--- config.mk ---
export PLATFORM = sky130hd
export DESIGN_NAME = modem_ctrl
export DESIGN_NICKNAME = d
export VERILOG_FILES = /design/src/rtl/modem_ctrl.sv
export SDC_FILE = /design/constraint.sdc
export NUM_CORES = 1
export LEC_CHECK = 0
export CAP_MARGIN = 15
export CORE_UTILIZATION = 50
export CTS_CLUSTER_DIAMETER = 100
export CTS_CLUSTER_SIZE = 24
export DETAILED_ROUTE_END_ITERATION = 8
export PLACE_DENSITY = 0.83
export SETUP_SLACK_MARGIN = 0.2
export SYNTH_ARGS = -nofsm -noshare
export SYNTH_HDL_FRONTEND = slang
export SYNTH_SLANG_ARGS = --single-unit
--- constraint.sdc ---
create_clock -name clk -period 1.4 [get_ports clk]
set_clock_uncertainty 0.15 [all_clocks]
set_input_delay 0.21 -clock clk [delete_from_list [all_inputs] [get_ports clk]]
set_output_delay 0.21 -clock clk [all_outputs]
set_load 0.03 [all_outputs]
--- src/rtl/modem_ctrl.sv ---
// rtl/modem_ctrl.sv - UART modem-line controller: MSR status/deltas, filtered inputs, auto-RTS, loopback, CTS-gated TX grant
// Lines are indexed 0=cts, 1=dsr, 2=ri, 3=dcd throughout.
module modem_ctrl #(
  parameter int FILT_CYCLES = 4,
  parameter int FIFO_AW     = 4,
  parameter int RX_HI       = 14,
  parameter int RX_LO       = 8
) (
  input  logic               clk,
  input  logic               rst_n,
  input  logic               cts_pad_i,
  input  logic               dsr_pad_i,
  input  logic               ri_pad_i,
  input  logic               dcd_pad_i,
  output logic               rts_pad_o,
  output logic               dtr_pad_o,
  input  logic [4:0]         mcr_i,
  input  logic               afe_en_i,
  input  logic               ier_ms_i,
  input  logic               msr_rd_i,
  output logic [7:0]         msr_o,
  output logic               msi_o,
  input  logic [FIFO_AW:0]   rx_level_i,
  input  logic               tx_req_i,
  output logic               tx_gnt_o
);

  typedef enum logic {RTS_ON = 1'b0, RTS_OFF = 1'b1} rts_state_t;

  localparam logic [3:0]       LP_FMAX = 4'(FILT_CYCLES - 1);
  localparam logic [FIFO_AW:0] LP_HI   = (FIFO_AW + 1)'(RX_HI);
  localparam logic [FIFO_AW:0] LP_LO   = (FIFO_AW + 1)'(RX_LO);

  if (!(RX_LO < RX_HI && RX_HI <= 2 ** FIFO_AW)) begin : g_bad_levels
    $error("modem_ctrl: need RX_LO < RX_HI <= 2**FIFO_AW");
  end
  if (FILT_CYCLES < 1 || FILT_CYCLES > 15) begin : g_bad_filt
    $error("modem_ctrl: FILT_CYCLES must be 1..15");
  end

  logic [3:0] r_sync1, r_sync2, r_filt, r_delta;
  logic [3:0] r_cnt [4];
  logic       r_msi, r_rts, r_dtr, r_gnt;
  rts_state_t r_state, w_state_nxt;
  logic [3:0] w_pads, w_src, w_tog, w_set;
  logic       w_loop;

  assign w_loop = mcr_i[4];
  assign w_pads = {dcd_pad_i, ri_pad_i, dsr_pad_i, cts_pad_i};
  // Loopback feeds the filter directly, bypassing the synchroniser.
  assign w_src  = w_loop ? {mcr_i[3], mcr_i[2], mcr_i[0], mcr_i[1]} : r_sync2;

  always_comb begin
    w_tog = '0;
    for (int i = 0; i < 4; i++) begin
      w_tog[i] = (w_src[i] != r_filt[i]) && (r_cnt[i] == LP_FMAX);
    end
  end

  // Trailing-edge ring indicator: only a filtered ri 1->0 raises teri.
  assign w_set = {w_tog[3], w_tog[2] & r_filt[2], w_tog[1], w_tog[0]};

  always_ff @(posedge clk or negedge rst_n) begin
    if (!rst_n) begin
      r_sync1 <= '0;
      r_sync2 <= '0;
    end else begin
      r_sync1 <= w_pads;
      r_sync2 <= r_sync1;
    end
  end

  always_ff @(posedge clk or negedge rst_n) begin
    if (!rst_n) begin
      r_filt <= '0;
      for (int i = 0; i < 4; i++) r_cnt[i] <= '0;
    end else begin
      for (int i = 0; i < 4; i++) begin
        if (w_src[i] == r_filt[i]) begin
          r_cnt[i] <= '0;
        end else if (w_tog[i]) begin
          r_cnt[i]  <= '0;
          r_filt[i] <= ~r_filt[i];
        end else begin
          r_cnt[i] <= r_cnt[i] + 4'd1;
        end
      end
    end
  end

  always_ff @(posedge clk or negedge rst_n) begin
    if (!rst_n) begin
      r_delta <= '0;
      r_msi   <= 1'b0;
    end else begin
      r_delta <= w_set | (r_delta & ~{4{msr_rd_i}});
      r_msi   <= ier_ms_i & (|r_delta);
    end
  end

  always_comb begin
    w_state_nxt = r_state;
    case (r_state)
      RTS_ON:  if (afe_en_i && rx_level_i >= LP_HI) w_state_nxt = RTS_OFF;
      RTS_OFF: if (!afe_en_i || rx_level_i <= LP_LO) w_state_nxt = RTS_ON;
      default: w_state_nxt = RTS_ON;
    endcase
  end

  // Pads follow the next state so a level change shows one edge later.
  always_ff @(posedge clk or negedge rst_n) begin
    if (!rst_n) begin
      r_state <= RTS_ON;
      r_rts   <= 1'b0;
      r_dtr   <= 1'b0;
      r_gnt   <= 1'b0;
    end else begin
      r_state <= w_state_nxt;
      r_rts   <= mcr_i[1] & (w_state_nxt == RTS_ON) & ~w_loop;
      r_dtr   <= mcr_i[0] & ~w_loop;
      r_gnt   <= tx_req_i & ~r_gnt & (~afe_en_i | r_filt[0]);
    end
  end

  assign msr_o     = {r_filt, r_delta};
  assign msi_o     = r_msi;
  assign rts_pad_o = r_rts;
  assign dtr_pad_o = r_dtr;
  assign tx_gnt_o  = r_gnt;

endmodule

Word-level counts from Yosys, hierarchy flattened
Cells that the tools add are included.

cells by class
  equal/unequal tests = 12
  reduce and logical (&&, ||, !) cells = 12
  magnitude comparators = 2
  bitwise logic cells = 24
  mux-type cells = 12
  add/sub/neg operators = 4

operators by type and width
  kind                 count
  $mux 4               9
  $add 4x1->4 const B  4
  $eq 4x2->1 const B   4
  $not 1->1            13
  $reduce_and 2->1     4
  $and 1x1->1          7
  $ge 5x4->1 const B   1
  $le 5x4->1 const B   1
  $logic_and 1x1->1    5
  $and 4x4->4          1
  $eq 1x1->1           4
  $ne 1x1->1           4
  $not 4->4            1
  $or 4x4->4           1
  $reduce_or 4->1      1
  $mux 1               2
  $pmux 1 s2           1
  $logic_not 1->1      1
  $logic_or 1x1->1     1
  $or 1x1->1           1

word-level totals
  output and inout bits = 12
  register bits = 37

Logic depth before layout (Yosys ltp)
  word-level depth = 7
  mapped depth = 4
  gate-level depth less buffers = 4

Worst setup path before layout
Ideal clock, no wire load.

  path type = reg-to-reg
  start = reg r_cnt[12] in the netlist's numbering
  end = reg r_delta[0]
  buffers on the path = 0
  stages on the path, launching flop included = 5
  period minus slack after synthesis = 1306 ps
  slack = 94 ps
  data required time = 1170 ps
  arrival time = 1076 ps
  cell sequence = dfrtp_1 -> ha_1 -> nor3b_1 -> inv_1 -> o22ai_2

on the way
  cells in the longest elaborated chain, start to end = 3

RTL lines
  element                            RTL line  source
  from (decl)                        42        logic [3:0] r_cnt [4];
  from (signal, indexed assignment)  85        r_cnt[i] <= r_cnt[i] + 4'd1;
  $eq 4x2->1                         56        w_tog[i] = (w_src[i] != r_filt[i]) && (r_cnt[i] == LP_FMAX);
  $logic_and 1x1->1                  56
  $or 4x4->4                         96        r_delta <= w_set | (r_delta & ~{4{msr_rd_i}});
  to (signal assigned)               96
  to (decl)                          41        logic [3:0] r_sync1, r_sync2, r_filt, r_delta;

No other way between the ends.
A chain may end at the register's enable or synchronous reset.

Worst setup path in the final report
  start = reg r_cnt[8] in the netlist's numbering
  end = reg r_delta[1]

The elaborated chain is that of the path after synthesis.

==> impl_metrics.toml <==
[detailed_routing]
first_pass_iters = 6
wirelength_um = 3850
wire_per_inst_um = 17.3
detail-route-antenna-nets = 0
vias_per_cell = 5.32
route.detailed.drc = 1
drt-initial-drc-count = 58
vias = 1186

[floorplanning]
rows = 19
die_h_um = 57.7
floorplan.initialDensity = 0.543
core_area_um2 = 2850
ios = 32
die_area_um2 = 3330
die_w_um = 57.7

[place]
globalplace.congestion = 0.724
post-place-ws_ns = -0.401
portBuffers = 31
dp.final_hpwl_um = 2110

[power_and_ir_drop]
power_density_nw_per_um2 = 1660
peakVddDrop_mv = 1.09
power.static_leakage_nw = 1.05

[logic_synthesis]
synth_top_area_share = 0.597
ys.flop_type = "dfrtp_1"
async_flop_share = 1.00
synth_edf_count = 0
syn_area_um2 = 1550
ys_warn_count = 0
synth_top_area_cell = "dfrtp_1"
synth_area_leaders = "dfrtp_1, mux2i_4, ha_1"
syn_nets = 144
synth-seq-cells = 37
yosysSeqAreaShare = 0.597
syn_inst = 120
postSynthAreaPerCell_um2 = 12.9
yosys.cell_count.top_type = "dfrtp_1"
ys_types = 23
synthTopCellsByCount = "dfrtp_1, nor2_1, inv_1"

[global_route]
grt_first_pass_wirelength_um = 5710
antenna_found_initial = 0
grt.total_usage = 0.237
grt_overflow = 0
grt_max_degree = 19
grt_pass1_vias = 1313

[timing]
fmax_mhz = 749
rsz0062_at_grt = "true"
period_share = 0.954
setup_ws_ns = 0.0650
slew_viol_final = 0
slew-limit-headroom = 0.720
setup_tns_ns = 0
fin_crit_ns = 1.33
max_slew.worst_pin.slew_ns = 0.419
setup_viol = 0
hold_viol = 0
holdWs_ns = 0.136

[cells_and_area]
num-fill-cells = 131
layout.nets = 215
regArea_um2 = 927
n_antenna_cell = 0
final_layout_size_suffix_gt1_frac = 0.453
multi_input_area_um2 = 714
syn2layout_area_growth_pct = 55.5

[min_path]
hold-path-endpoint = "r_sync1[1]"
hp-class = "in2reg"
hold-path-cell-count = 1
hp-start = "dsr_pad_i"

[worst_setup_path]
path_delay_family = "flip-flops"
r2r_end = "r_delta[1]"
crit_arrival_ns = 1.47
reg2reg_from = "r_cnt[8]"
path_buf_inv = 1
worstSetupPathDepth = 4
crit_path_end_kind = "flop"
reg2reg_slack_ns = 0.07
worst_ep_required_time_ns = 1.53
slowest_stage = "dfrtp_1"
cp_cell_sequence = "ha_2 -> nor3b_4 -> inv_1 -> o22ai_1"
r2r.worst_path.cells = 4
setup.worst_path.start_class = "flop"
slowest_delay_ns = 0.40
path_class = "reg2reg"
crit_path_max_fanout = 4

[clock_tree]
clkSinkCount = 37
cts_tree = "done"
cts.clk_slew.worst_paths_ns = 0.13
insertion_delay_ns = 0.36
cts_buffer_depth = 2
htree_levels = 2
cts_root_buffer = "clkbuf_4"
cts_made_buffers = 5

[outcome]
violations = "DRC"
status = "finished, violations left"

[job]
maxCapViolCount = 0
[worst max-delay path by stage]
stage | start | end
3_3_place_gp | mcr_i[4] | r_delta[0]
3_5_place_dp | mcr_i[4] | r_delta[1]
6_report | r_cnt[8] | r_delta[1]
4_1_cts | r_filt[2] | msr_o[6]
2_1_floorplan | r_filt[0] | r_delta[0]
5_1_grt | r_cnt[8] | r_filt[1]
[where the power goes]
group / switching, W / internal [W] / total, W
Clock: 0.000379 / 0.000424 / 0.000803
Sequential: 0.000164 / 0.00127 / 0.00144
Combinational: 0.000844 / 0.000913 / 0.00176
[metrics by stage]
stage,cells,instance area (µm²),power (W),utilization
final,223,2410,0.00400,0.845
after global routing,223,2410,0.00419,0.845
after CTS,213,2250,0.00365,0.788
after detailed placement,185,1930,0.00249,0.675
after global placement,185,1930,0.00243,0.675
after floorplan,120,1570,0.00210,-
[kinds of logic after synthesis]
family | share of synthesized area
flip-flops | 0.597
multiplexers | 0.0581
adder cells (fa/ha/maj) | 0.0323
AO/OA/AOI/OAI | 0.0638
buffers and inverters | 0.0339
AND/OR/NAND/NOR | 0.148
XOR/XNOR | 0.0670
[cell type report]
cell class | count | share of cell area
Timing Repair Buffer | 65 | 0.249
Sequential cell | 37 | 0.385
Multi-Input combinational cell | 71 | 0.296
Tap cell | 31 | 0.0161
Inverter | 11 | 0.0171
Clock buffer | 6 | 0.0213
Clock inverter | 2 | 0.0156
[registers in the layout, indices dropped and copies added (netlist names)]
name       flops
msi_o          1
rts_pad_o      1
r_cnt         16
r_sync1        4
r_delta        4
dtr_pad_o      1
r_sync2        4
r_state        1
tx_gnt_o       1
r_filt         4
[repair_timing]
action                     4_1_cts  5_1_grt
hold buffers                     1        0
setup endpoints to repair       36       38
resized for setup               49       18
buffers inserted                19       10
hold endpoints to repair        37        0
pin swaps                       12       12
[worst register-to-register path, stage by stage, from the launching register on]
cell	delay [ns]
dfrtp_1	0.40
ha_2	0.20
nor3b_4	0.29
inv_1	0.08
o22ai_1	0.14
[placed cells by master (no fill, tap or decap), types with 2 or more instances in the layout]
master and n:
inv_1 11, xor2_1 3, ha_2 2, o21ai_0 2, clkdlybuf4s50_1 17, clkbuf_4 5
a21oi_1 5, nor3_1 2, a21oi_2 3, nor3b_4 4, xor2_4 2, nor2_1 9
mux2i_4 4, xor2_2 3, buf_6 15, nand2b_1 4, dfrtp_1 36, buf_4 29
nor2_2 3, nand3b_1 4, o22ai_1 2, ha_4 2, nor3_2 3, nand3_1 4
[per-layer routing]
metal | global-route usage | wire, µm | part of all wire | up-vias
met5 | 0 | 0 | 0 | -
met4 | 0.0816 | 76 | 0.020 | 0
met3 | 0.0759 | 131 | 0.034 | 8
met2 | 0.430 | 2110 | 0.55 | 31
met1 | 0.261 | 1530 | 0.40 | 608
li1 | - | - | - | 539
No activity file was read; power rests on OpenSTA's default activity.
